[src/rtl/reg_scoreboard_if.sv]
// Issue, writeback and status bundle between decode and the register scoreboard.
// The master side drives requests; the slave (scoreboard) answers with stall and status.
interface reg_scoreboard_if;
   logic        issue_valid;
   logic [4:0]  issue_rs;
   logic [4:0]  issue_rt;
   logic [4:0]  issue_rd;
   logic        issue_accept;
   logic        reg_stall;
   logic        wb_valid;
   logic [4:0]  wb_reg;
   logic        flush;
   logic        drain_req;
   logic        drain_done;
   logic [31:0] busy;
   logic [6:0]  inflight;
   logic        err;

   modport master (
      output issue_valid, issue_rs, issue_rt, issue_rd, wb_valid, wb_reg, flush, drain_req,
      input  issue_accept, reg_stall, drain_done, busy, inflight, err
   );

   modport slave (
      input  issue_valid, issue_rs, issue_rt, issue_rd, wb_valid, wb_reg, flush, drain_req,
      output issue_accept, reg_stall, drain_done, busy, inflight, err
   );
endinterface

[src/rtl/reg_scoreboard.sv]
// Register scoreboard: 2-bit pending-write counters per register with RAW stall,
// flush, sticky underflow error and a run/drain/done FSM.
module reg_scoreboard (
   input  logic            clock,
   input  logic            reset,
   reg_scoreboard_if.slave sb
);
   typedef enum logic [1:0] {RUN, DRAIN, DONE} state_t;

   state_t      state_q, state_d;
   logic [1:0]  cnt_q [32];
   logic [1:0]  cnt_d [32];
   logic [6:0]  inflight_q, inflight_d;
   logic        err_q, err_d;
   logic        drain_done_q, drain_done_d;
   logic        rs_hit, rt_hit, rd_full, stall, accept;
   logic [31:0] busy;

   always_comb begin
      rs_hit  = (sb.issue_rs != 5'd0) && (cnt_q[sb.issue_rs] != 2'd0);
      rt_hit  = (sb.issue_rt != 5'd0) && (cnt_q[sb.issue_rt] != 2'd0);
      rd_full = (sb.issue_rd != 5'd0) && (cnt_q[sb.issue_rd] == 2'd3);
      stall   = sb.issue_valid && (rs_hit || rt_hit || rd_full || (state_q != RUN));
      // reset gating keeps accept low while the async reset is held
      accept  = sb.issue_valid && !stall && !sb.flush && !reset;
   end

   always_comb begin
      err_d = err_q;
      if (sb.wb_valid && (sb.wb_reg != 5'd0) && (cnt_q[sb.wb_reg] == 2'd0))
         err_d = 1'b1;
      inflight_d = 7'd0;
      for (int n = 0; n < 32; n++) begin
         cnt_d[n] = cnt_q[n];
         if (n == 0 || sb.flush) begin
            cnt_d[n] = 2'd0;
         end else begin
            if (accept && (sb.issue_rd == 5'(n)))
               cnt_d[n] = cnt_d[n] + 2'd1;
            if (sb.wb_valid && (sb.wb_reg == 5'(n)) && (cnt_q[n] != 2'd0))
               cnt_d[n] = cnt_d[n] - 2'd1;
         end
         inflight_d = inflight_d + 7'(cnt_d[n]);
      end
   end

   // Drain completion looks at next-cycle inflight so a final writeback ends it immediately
   always_comb begin
      state_d      = state_q;
      drain_done_d = 1'b0;
      case (state_q)
         RUN:   if (sb.drain_req) state_d = DRAIN;
         DRAIN: if (inflight_d == 7'd0) begin
                   state_d      = DONE;
                   drain_done_d = 1'b1;
                end
         DONE:  if (!sb.drain_req) state_d = RUN;
         default: state_d = RUN;
      endcase
   end

   always_ff @(posedge clock or posedge reset) begin
      if (reset) begin
         state_q      <= RUN;
         inflight_q   <= 7'd0;
         err_q        <= 1'b0;
         drain_done_q <= 1'b0;
         for (int n = 0; n < 32; n++) cnt_q[n] <= 2'd0;
      end else begin
         state_q      <= state_d;
         inflight_q   <= inflight_d;
         err_q        <= err_d;
         drain_done_q <= drain_done_d;
         cnt_q        <= cnt_d;
      end
   end

   always_comb begin
      for (int n = 0; n < 32; n++) busy[n] = (cnt_q[n] != 2'd0);
   end

   assign sb.issue_accept = accept;
   assign sb.reg_stall    = stall;
   assign sb.drain_done   = drain_done_q;
   assign sb.busy         = busy;
   assign sb.inflight     = inflight_q;
   assign sb.err          = err_q;
endmodule

[src/flat_wrapper.sv]
// flat-port wrapper written by rule: the top's interface ports become plain ports
module reg_scoreboard_flat 
  (clock, reset, sb_issue_valid, sb_issue_rs, sb_issue_rt, sb_issue_rd, sb_wb_valid, sb_wb_reg, sb_flush, sb_drain_req, sb_issue_accept, sb_reg_stall, sb_drain_done, sb_busy, sb_inflight, sb_err);
  reg_scoreboard_if sb_i ();
  input  logic clock;
  input  logic reset;
  input wire logic [$bits(sb_i.issue_valid)-1:0] sb_issue_valid;
  input wire logic [$bits(sb_i.issue_rs)-1:0] sb_issue_rs;
  input wire logic [$bits(sb_i.issue_rt)-1:0] sb_issue_rt;
  input wire logic [$bits(sb_i.issue_rd)-1:0] sb_issue_rd;
  input wire logic [$bits(sb_i.wb_valid)-1:0] sb_wb_valid;
  input wire logic [$bits(sb_i.wb_reg)-1:0] sb_wb_reg;
  input wire logic [$bits(sb_i.flush)-1:0] sb_flush;
  input wire logic [$bits(sb_i.drain_req)-1:0] sb_drain_req;
  output wire logic [$bits(sb_i.issue_accept)-1:0] sb_issue_accept;
  output wire logic [$bits(sb_i.reg_stall)-1:0] sb_reg_stall;
  output wire logic [$bits(sb_i.drain_done)-1:0] sb_drain_done;
  output wire logic [$bits(sb_i.busy)-1:0] sb_busy;
  output wire logic [$bits(sb_i.inflight)-1:0] sb_inflight;
  output wire logic [$bits(sb_i.err)-1:0] sb_err;
  assign sb_i.issue_valid = sb_issue_valid;
  assign sb_i.issue_rs = sb_issue_rs;
  assign sb_i.issue_rt = sb_issue_rt;
  assign sb_i.issue_rd = sb_issue_rd;
  assign sb_i.wb_valid = sb_wb_valid;
  assign sb_i.wb_reg = sb_wb_reg;
  assign sb_i.flush = sb_flush;
  assign sb_i.drain_req = sb_drain_req;
  assign sb_issue_accept = sb_i.issue_accept;
  assign sb_reg_stall = sb_i.reg_stall;
  assign sb_drain_done = sb_i.drain_done;
  assign sb_busy = sb_i.busy;
  assign sb_inflight = sb_i.inflight;
  assign sb_err = sb_i.err;
  reg_scoreboard u_core (.clock(clock), .reset(reset), .sb(sb_i));
endmodule
[config.mk]
export PLATFORM = sky130hd
export DESIGN_NAME = reg_scoreboard_flat
export DESIGN_NICKNAME = d
export VERILOG_FILES = /design/src/rtl/reg_scoreboard_if.sv /design/src/rtl/reg_scoreboard.sv /design/src/flat_wrapper.sv
export SDC_FILE = /design/constraint.sdc
export NUM_CORES = 1
export LEC_CHECK = 0
export BUFFER_PORTS_ARGS = -buffer_cell sky130_fd_sc_hd__clkbuf_2
export CORE_UTILIZATION = 68
export CTS_CLUSTER_SIZE = 30
export DETAILED_ROUTE_END_ITERATION = 10
export HOLD_SLACK_MARGIN = 0.1
export PLACE_DENSITY = 0.92
export REMOVE_ABC_BUFFERS = 1
export SYNTH_ARGS = -nofsm -noshare
export SYNTH_HDL_FRONTEND = slang
export SYNTH_SLANG_ARGS = --single-unit
[constraint.sdc]
create_clock -name clock -period 18.3 [get_ports clock]
set_clock_uncertainty 0.15 [all_clocks]
set_input_delay 1.83 -clock clock [delete_from_list [all_inputs] [get_ports clock]]
set_output_delay 1.83 -clock clock [all_outputs]
set_load 0.01 [all_outputs]
# Word-level counts from Yosys, hierarchy flattened
# Index checks and enable logic that the tools add are counted.
[totals] reg_bits=73 latchBits=0 mem_bits_rw=0 rom_bits=0 inputBits=26 output_inout_bits=43 word_cells=495 n_memories=0
[classes] addsub=92 multipliers=0 div_mod_pow=0 magnitude_cmp=4 n_eq_ne=68 shifts=0 n_mux=142 bitwise=4 reduce_logical=150
[ops] cell="$mux W2" count=135
[ops] cell="$add A7 B2 Y7" count=29
[ops] cell="$eq A5 B5 Y1 const B" count=32
[ops] cell="$logic_and A1 B1 Y1" count=102
[ops] cell="$eq A5 B4 Y1 const B" count=16
[ops] cell="$reduce_bool A2 Y1" count=34
[ops] cell="$add A2 B1 Y2 const B" count=31
[ops] cell="$sub A2 B1 Y2 const B" count=31
[ops] cell="$bmux W2 S5" count=4
[ops] cell="$eq A5 B3 Y1 const B" count=8
[ops] cell="$ge A6 B6 Y1 const B" count=4
[ops] cell="$not A5 Y6" count=4
[ops] cell="$eq A5 B2 Y1 const B" count=4
[ops] cell="$reduce_bool A5 Y1" count=4
[ops] cell="$eq A5 B1 Y1 const B" count=2
[ops] cell="$logic_not A7 Y1" count=1
[ops] cell="$pmux W2 S3" count=1
[ops] cell="$eq A2 B2 Y1 const B" count=2
[ops] cell="$logic_not A2 Y1" count=2
[ops] cell="$ne A2 B2 Y1 const B" count=2
[ops] cell="$add A2 B2 Y3" count=1
[ops] cell="$logic_not A1 Y1" count=3
[ops] cell="$logic_or A1 B1 Y1" count=3
[ops] cell="$reduce_and A3 Y1" count=1
[ops] cell="3 further kinds" count=4

# Logic depth before layout (Yosys ltp)
# Gate-level depths: netlist of the first run.
[logic_depth] word_depth=53 ltp_mapped=33 depth_no_buf=29

# Least setup slack after synthesis of the first run
# No wires, ideal clock.
[synth_path] path_type="input to register" startpoint="in sb_issue_rt[1]" endpoint="reg u_core.state_q[0]" setup_ns=0.140 arrival_time_ns=9.933 required_time_ns=18.010 setup_slack_ns=8.076 cell_stages=30 path_buffers=3 cell_sequence="buf_4 -> nor4b_2 -> a21oi_1 -> a2111oi_2 -> nand4b_1 -> or2_1 -> buf_4 -> buf_4 -> or4_1 -> and3b_1 -> ha_1 -> inv_1 -> fa_1 -> inv_1 -> fa_1 -> fa_1 -> fa_1 -> fa_1 -> fa_1 -> fa_1 -> inv_1 -> fa_1 -> inv_1 -> ha_1 -> a21o_1 -> a21oi_1 -> xnor2_1 -> or4_1 -> nor4_1 -> a211oi_1"
[synth_rtl] element="start: declaration" line_no="flat_wrapper.sv:9" text="input wire logic [$bits(sb_i.issue_rt)-1:0] sb_issue_rt;"
[synth_rtl] element="end signal: assignment" line_no="reg_scoreboard.sv:70" text="state_q <= state_d;"
[synth_rtl] element="end: declaration" line_no="reg_scoreboard.sv:10" text="state_t state_q, state_d;"

==> metrics.txt, run 1 <==
CTS Buf Count 9; CTS hold repair buffers 0; hold slack 0.320 ns; CTS HTree Levels 3; Layout area overhead 5.96%; Least-Margin Pin Slew 1.04 ns; first-pass GRT wire length 46100 µm; initial antenna violation count 0; Fmax achieved 89.2 MHz; Slew Limit Fails 0; status complete, no violations; CP Launch Type primary input; Yosys reg bits 73; gr usage total 41.3%; largest net degree at the start of global routing 87; maximum clock path buffer count 2; sequential fraction of the synthesis area 18.3%; number of diodes 0; Final Core Density 75.2%; top cells by area, synth dfrtp_1 18%, fa_1 11%, inv_1 6.4%; PortBufs 67; CP max FO 41; RSZ-0062 raised after global routing no; PD cells 42.4 nW/µm²; Top cell by count, worst path fa_1; Max-slew headroom 30.8%; Max Cap Viol 0; post-cts repair resize count 0; Required @ worst endpoint 18.37 ns; CP arrival 11.28 ns; area share of the largest cell type after synthesis 18.3%; vias in the first global route 8663; kind of critical path in2reg; gr ovfl total 0; # nets final 1288; Starting Density 70.9%; layout cells sized above 1 14.1%; Post-DP HPWL 22800 µm; CP top delay family adder cells; Die Y 123 µm; Post-CTS Setup Bufs 0; full die area 15200 µm²; Post-Synthesis Cells 1137; synth warn 0; Met3 Wirelength 3250 µm; # setup viols final 0; final period utilization 61.2%; GPL Wtd Cong 1.02; CTS tree yes; clock latency on the worst-skew pair 0.37 ns; peak supply drop 0.0000436 V; stages on the worst setup path 26; EDFF count, synth 0; reg2reg path depth 27; Fin Setup TNS 0 ns; crit end category register; worst stage delay on the critical path 0.74 ns; Hold/Removal Path Class reg2reg; Vias/cell 6.62; Residual DRC 0; routed length on met1 11400 µm; final hold violation count 0; Antenna Nets Post-Route 0; unique cell type count in the Yosys netlist 67; post-synthesis async set-or-reset flop share 100%; top layer in use met4; most numerous cell in the Yosys netlist inv_1; clk slew on worst S/H paths 0.06 ns; Slowest-stage cell, CP buf_4; synthesized cell area 10000 µm²; Die Width 123 µm; First-pass DRT Iterations 6; Wirelength per Cell 22.2 µm; # IOs 69; placed instance area 10300 µm²; clock sink total 73; Leak 4.39 nW; largest area contributor in the netlist dfrtp_1; Clock Root Buffer clkbuf_16; Avg Inst Size Synth 8.79 µm²; 1st-iter DRT viols 1179; WP buf/inv 6; met2 WL 13700 µm; via count 8916; Most used DFF post-synth dfrtp_1; Post-synth top cells 171 x inv_1, 139 x nor2_1, 73 x dfrtp_1, 68 x xnor2_1, 57 x fa_1; Row Count 43; final wirelength 29900 µm; WHS Path Cells 1; post-route cell area 10600 µm²; Core Box Area 14100 µm²; min Tclk post-route 11.20 ns
worst reg2reg max path: cells and delay by family, from the launching register on:
family,cells,cell delay (ns)
fa+ha+maj,10,4.87
simple gates,7,2.29
compound gates,5,1.31
flops,1,0.53
buf+inv,4,0.28
xor+xnor,1,0.10
final cells by class:
| class | count | area [µm²] |
|---|---|---|
| clock inverters | 7 | 53.8 |
| clock buffers | 9 | 225 |
| well taps | 180 | 225 |
| flip-flops and latches | 73 | 1830 |
| inverters | 172 | 647 |
| fillers | 987 | 3500 |
| repair buffers | 70 | 360 |
| multi-input cells | 836 | 7260 |
cell families after synthesis:
| family | after synthesis | synth area share, % |
|---|---|---|
| AOI/OAI and AO/OA | 114 | 8.52 |
| muxes | 116 | 13.7 |
| DFF | 73 | 18.3 |
| and+or+nand+nor | 422 | 26.2 |
| other | 1 | 0.0375 |
| adders and majority gates | 100 | 16.8 |
| buffers and inverters | 228 | 9.26 |
| xor gates and xnor gates | 83 | 7.27 |
state kept, by name, summed over array words and instances, names as in the netlist:
name,cells
u_core.sb.err,1
u_core.sb.drain_done,1
u_core.state_q,2
u_core.sb.inflight,7
u_core.cnt_q,62
per-stage QoR:
stage | power, mW | cells | worst slack [ns]
global placement | 0.270 | 1331 | 7.15
finish | 0.449 | 1347 | 7.10
CTS | 0.445 | 1347 | 7.14
detailed placement | 0.272 | 1331 | 6.81
global route | 0.460 | 1347 | 6.77
floorplan | 0.233 | 1081 | 7.00
final timing paths:
path                       slack (ns)             start                end
setup / recovery                 7.10    sb_issue_rd[0]  u_core.state_q[0]
hold reg to reg                  0.32     u_core.sb.err      u_core.sb.err
setup reg to reg                 8.61  u_core.cnt_q[36]  u_core.state_q[0]
hold / removal                   0.32     u_core.sb.err      u_core.sb.err
max in group asynchronous       15.70             reset   u_core.cnt_q[23]
min in group asynchronous        1.63             reset   u_core.cnt_q[50]
where the power goes:
group          internal [mW]  switching [mW]
clock network         0.0928          0.0844
logic                 0.0234          0.0785
registers              0.165         0.00566
layout by cell type (no fill, tap or decap), types with 29 or more instances in the layout:
cell type / n
inv_1: 170
nor2_1: 139
dfrtp_1: 73
xnor2_1: 68
clkbuf_2: 66
fa_1: 57
mux2i_1: 48
mux2_1: 46
ha_1: 43
nand2_1: 41
or3_1: 41
nor3_1: 37
nor2b_1: 31
nor4_4: 29
routing by layer:
| metal | vias up | global-route usage [%] |
|---|---|---|
| met5 | - | 0 |
| li1 | 3919 | - |
| met1 | 4277 | 53.5 |
| met2 | 580 | 64.3 |
| met4 | 0 | 20.6 |
| met3 | 140 | 10.5 |
No activity file was read; power rests on OpenSTA's default activity.
==> inputs of run 2 (changes only) <==
--- a/config.mk
+++ b/config.mk
@@ -6,11 +6,11 @@
 export NUM_CORES = 1
 export LEC_CHECK = 0
 export BUFFER_PORTS_ARGS = -buffer_cell sky130_fd_sc_hd__clkbuf_2
-export CORE_UTILIZATION = 68
+export CORE_UTILIZATION = 57
 export CTS_CLUSTER_SIZE = 30
 export DETAILED_ROUTE_END_ITERATION = 10
 export HOLD_SLACK_MARGIN = 0.1
-export PLACE_DENSITY = 0.92
+export PLACE_DENSITY = 0.83
 export REMOVE_ABC_BUFFERS = 1
 export SYNTH_ARGS = -nofsm -noshare
 export SYNTH_HDL_FRONTEND = slang
==> constraint.sdc (replaced) <==
create_clock -name clock -period 9.6 [get_ports clock]
set_clock_uncertainty 0.15 [all_clocks]
set_input_delay 0.96 -clock clock [delete_from_list [all_inputs] [get_ports clock]]
set_output_delay 0.96 -clock clock [all_outputs]
set_load 0.01 [all_outputs]
==> metrics.txt, run 2 (synthesis results as in run 1) <==
maximum clock path buffer count 2; first-pass GRT wire length 48000 µm; GPL Wtd Cong 1.05; Layout area overhead 10.6%; Internal 643 µW; final period utilization 97.1%; # IOs 69; Biggest register u_core.cnt_q; Wirelength per Cell 21.4 µm; Slew Limit Fails 0; Starting Density 58.0%; # setup viols final 0; Gate power share 22.2%; CP top delay family adder cells; via count 8946; Die Width 134 µm; WP buf/inv 7; CTS tree yes; Final Core Density 64.2%; worst stage delay on the critical path 0.57 ns; Max Cap Viol 0; clock share of power 43.9%; clock sink total 73; hold path startpoint u_core.sb.err; placed instance area 10700 µm²; CP arrival 9.40 ns; multi-input logic area 7290 µm²; layout cells sized above 1 17.0%; Sequential Area 1830 µm²; initial antenna violation count 0; crit path from sb_issue_rd[0]; Top cell by count, worst path fa_1; Least-Margin Pin Slew 1.06 ns; Psw 319 µW; min Tclk post-route 9.32 ns; Flop pwr share 33.9%; Largest register FFs 62; commonest non-fill, non-tap cells in the layout 170 x inv_1, 139 x nor2_1, 73 x dfrtp_1; gr usage total 35.5%; status complete, no violations; number of diodes 0; Clock Root Buffer clkbuf_16; 1st-iter DRT viols 984; clk slew on worst S/H paths 0.07 ns; CTS Buf Count 9; Slowest-stage cell, CP or4_1; Leak 4.64 nW; CP max FO 9; full die area 18100 µm²; most common cell after layout, fill and taps aside inv_1; Required @ worst endpoint 9.68 ns; vias in the first global route 8577; Reg2Reg Launch Point u_core.cnt_q[36]; Post-DP HPWL 24100 µm; CP Launch Type primary input; gr ovfl total 0; PD cells 87.0 nW/µm²; filler cell count 1389; Fmax achieved 107 MHz; First-pass DRT Iterations 7; post-route cell area 11100 µm²; clock latency on the worst-skew pair 0.36 ns; final wirelength 30600 µm; CTS HTree Levels 3; # nets final 1326; PortBufs 67; Max-slew headroom 29.2%; Core Box Area 17200 µm²; CTS hold repair buffers 0; final hold violation count 0; Antenna Nets Post-Route 0; Row Count 48; peak supply drop 0.0000844 V; largest net degree at the start of global routing 74; Hold/Removal Path Class reg2reg; Die Y 134 µm; kind of critical path in2reg; crit end category register; Residual DRC 0; Power, Total 962 µW; Net Sw Frac 33.2%; Vias/cell 6.26
## run 2: cell types whose count changed in the layout (fill, tap and decap cells not counted), sizes merged
cell	previous run	this run
buf	4	43
inv	173	171
bufinv	0	3
clkinvlp	3	0
clkbuf	75	77
clkinv	3	2
## run 2: final cells by class
| class | count | share of cell area, % |
|---|---|---|
| Clock inverter | 4 | 0.893 |
| Sequential cell | 73 | 16.5 |
| Multi-Input combinational cell | 836 | 65.9 |
| Timing Repair Buffer | 108 | 5.97 |
| Clock buffer | 12 | 2.32 |
| Tap cell | 225 | 2.54 |
| Inverter | 172 | 5.85 |
## run 2: stage by stage
stage	instances	worst slack [ns]	TNS [ns]	hold slack, ns
after floorplan	1081	-0.834	-3.09	0.318
after global placement	1414	-0.0190	-0.0190	0.288
after detailed placement	1414	-0.155	-0.403	0.306
after CTS	1430	0.156	0	0.319
after global routing	1430	-0.00657	-0.00657	0.335
final	1430	0.277	0	0.322
## run 2: repair_timing
action,in CTS,in global routing
setup buffers,0,0
gates resized for setup,0,9
endpoints found under the setup margin,0,3
## run 2: final timing paths
kind / to / slack (ns) / cells past startpoint
setup / recovery: u_core.state_q[0] / 0.28 / 27
hold / removal: u_core.sb.err / 0.32 / 1
setup reg to reg: u_core.state_q[0] / 0.48 / 26
hold reg to reg: u_core.sb.err / 0.32 / 1
max in group asynchronous: u_core.cnt_q[11] / 7.83 / 3
min in group asynchronous: u_core.cnt_q[50] / 0.77 / 3
## run 2: power groups by stage
| stage | clock, mW | combinational (mW) | sequential [mW] |
|---|---|---|---|
| floorplan | 0 | 0.118 | 0.326 |
| finish | 0.423 | 0.214 | 0.326 |
| detailed placement | 0 | 0.209 | 0.331 |
| global route | 0.434 | 0.226 | 0.326 |
| global placement | 0 | 0.205 | 0.331 |
| CTS | 0.423 | 0.210 | 0.325 |
## run 2: metal layers
metal | global-route usage [%] | routed length [µm] | vias to the layer above
li1 | - | - | 3994
met1 | 49.5 | 12500 | 4327
met2 | 52.9 | 13600 | 532
met3 | 6.98 | 3260 | 93
met4 | 16.8 | 1320 | 0
met5 | 0 | 0 | -
==> inputs of run 3 (changes only) <==
--- a/config.mk
+++ b/config.mk
@@ -6,6 +6,7 @@
 export NUM_CORES = 1
 export LEC_CHECK = 0
 export BUFFER_PORTS_ARGS = -buffer_cell sky130_fd_sc_hd__clkbuf_2
+export CORE_ASPECT_RATIO = 0.7
 export CORE_UTILIZATION = 57
 export CTS_CLUSTER_SIZE = 30
 export DETAILED_ROUTE_END_ITERATION = 10
==> metrics.txt, run 3 (synthesis results as in run 1) <==
status complete, no violations; CTS HTree Levels 3; 1st-iter DRT viols 1115; final hold violation count 0; Antenna Nets Post-Route 0; clock share of power 43.0%; First-pass DRT Iterations 5; Largest register FFs 62; # setup viols final 0; final wirelength 31100 µm; GPL Wtd Cong 1.02; Gate power share 22.8%; Worst Hold Endpoint u_core.sb.err; Psw 320 µW; layout cells sized above 1 16.6%; Flop pwr share 34.2%; placed instance area 10700 µm²; kind of critical path in2reg; CP max FO 12; Top cell by count, worst path fa_1; commonest non-fill, non-tap cells in the layout 170 x inv_1, 139 x nor2_1, 73 x dfrtp_1; worst stage delay on the critical path 0.59 ns; maximum clock path buffer count 2; Row Count 40; clock latency on the worst-skew pair 0.36 ns; CTS tree yes; Final Core Density 64.4%; Starting Density 58.3%; CP arrival 9.27 ns; WHS Path Cells 1; Fmax achieved 109 MHz; final period utilization 96.0%; # nets final 1323; min Tclk post-route 9.21 ns; FF-to-FF setup slack 0.61 ns; Internal 639 µW; Hold/Removal Path Class reg2reg; PD cells 86.8 nW/µm²; first-pass GRT wire length 48400 µm; largest net degree at the start of global routing 74; Required @ worst endpoint 9.66 ns; Max-slew headroom 29.7%; gr ovfl total 0; Clock Root Buffer clkbuf_16; vias in the first global route 8328; Vias/cell 6.17; Layout area overhead 10.5%; Max Cap Viol 0; clk slew on worst S/H paths 0.07 ns; Least-Margin Pin Slew 1.05 ns; gr usage total 35.7%; initial antenna violation count 0; Die Width 160 µm; PortBufs 67; # IOs 69; Post-DP HPWL 24800 µm; Wirelength per Cell 21.7 µm; Power, Total 959 µW; Reg2Reg Launch Point u_core.cnt_q[37]; Slew Limit Fails 0; reg2reg path depth 27; Slowest-stage cell, CP fa_1; most common cell after layout, fill and taps aside inv_1; hold path startpoint u_core.sb.err; Leak 4.63 nW; CTS Buf Count 9; RSZ-0062 raised after global routing no; crit end category register; post-route cell area 11000 µm²; number of diodes 0; Biggest register u_core.cnt_q; via count 8848; clock sink total 73; Residual DRC 0; Die Y 113 µm; Core Box Area 17200 µm²; CP Launch Type primary input; reg-to-reg critical path endpoint u_core.state_q[0]; Net Sw Frac 33.4%; peak supply drop 0.0000889 V; full die area 18100 µm²
-- run 3: worst max path at each step --
stage	startpoint	to
floorplan	sb_issue_rs[0]	u_core.state_q[0]
global placement	sb_issue_rd[0]	u_core.state_q[0]
detailed placement	sb_issue_rd[0]	u_core.state_q[0]
CTS	sb_issue_rd[0]	u_core.state_q[0]
global route	sb_issue_rt[2]	u_core.state_q[0]
finish	sb_issue_rt[0]	u_core.state_q[0]
-- run 3: power groups by stage --
stage               logic (mW)  registers, mW  clock network (mW)
finish                   0.219          0.328               0.413
global route             0.230          0.328               0.424
CTS                      0.214          0.327               0.415
detailed placement       0.213          0.332                   0
global placement         0.209          0.332                   0
floorplan                0.118          0.326                   0
-- run 3: metal layers --
layer | track usage [%] | vias to the layer above | wire length (µm) | share of wire [%]
met3 | 13.2 | 61 | 4890 | 16
met2 | 47.9 | 584 | 12300 | 39
met1 | 52.9 | 4217 | 13200 | 42
li1 | - | 3986 | - | -
met4 | 9.97 | 0 | 719 | 2.3
met5 | 0 | - | 0 | 0
-- run 3: per-stage QoR --
stage	hold slack (ns)	instances	setup TNS (ns)	setup slack (ns)
after floorplan	0.318	1081	-3.09	-0.834
after global routing	0.338	1433	0	0.00899
final	0.311	1433	0	0.386
after detailed placement	0.297	1417	-0.432	-0.166
after CTS	0.309	1433	0	0.137
after global placement	0.289	1417	0	0.0314
-- run 3: what timing repair did --
action | CTS | global route
hold buffers | 0 | 0
endpoints found under the setup margin | 0 | 3
resized for setup | 0 | 3
setup buffers | 0 | 0
hold endpoints to repair | 0 | 0
-- run 3: final cells by class --
class / instances / area [µm²]
tap: 231 / 289
multi-input combinational: 836 / 7280
timing repair buffer: 105 / 648
clock buffer: 10 / 239
sequential: 73 / 1830
inverter: 172 / 647
fill: 1447 / 6120
clock inverter: 6 / 113
-- run 3: critical path: cells and delay by family --
kind                     cells  cell delay, ns
AO/OA/AOI/OAI                7            1.38
adder cells (fa/ha/maj)     10            4.52
XOR/XNOR                     1            0.12
AND/OR/NAND/NOR              5            1.60
buffers and inverters        6            0.69
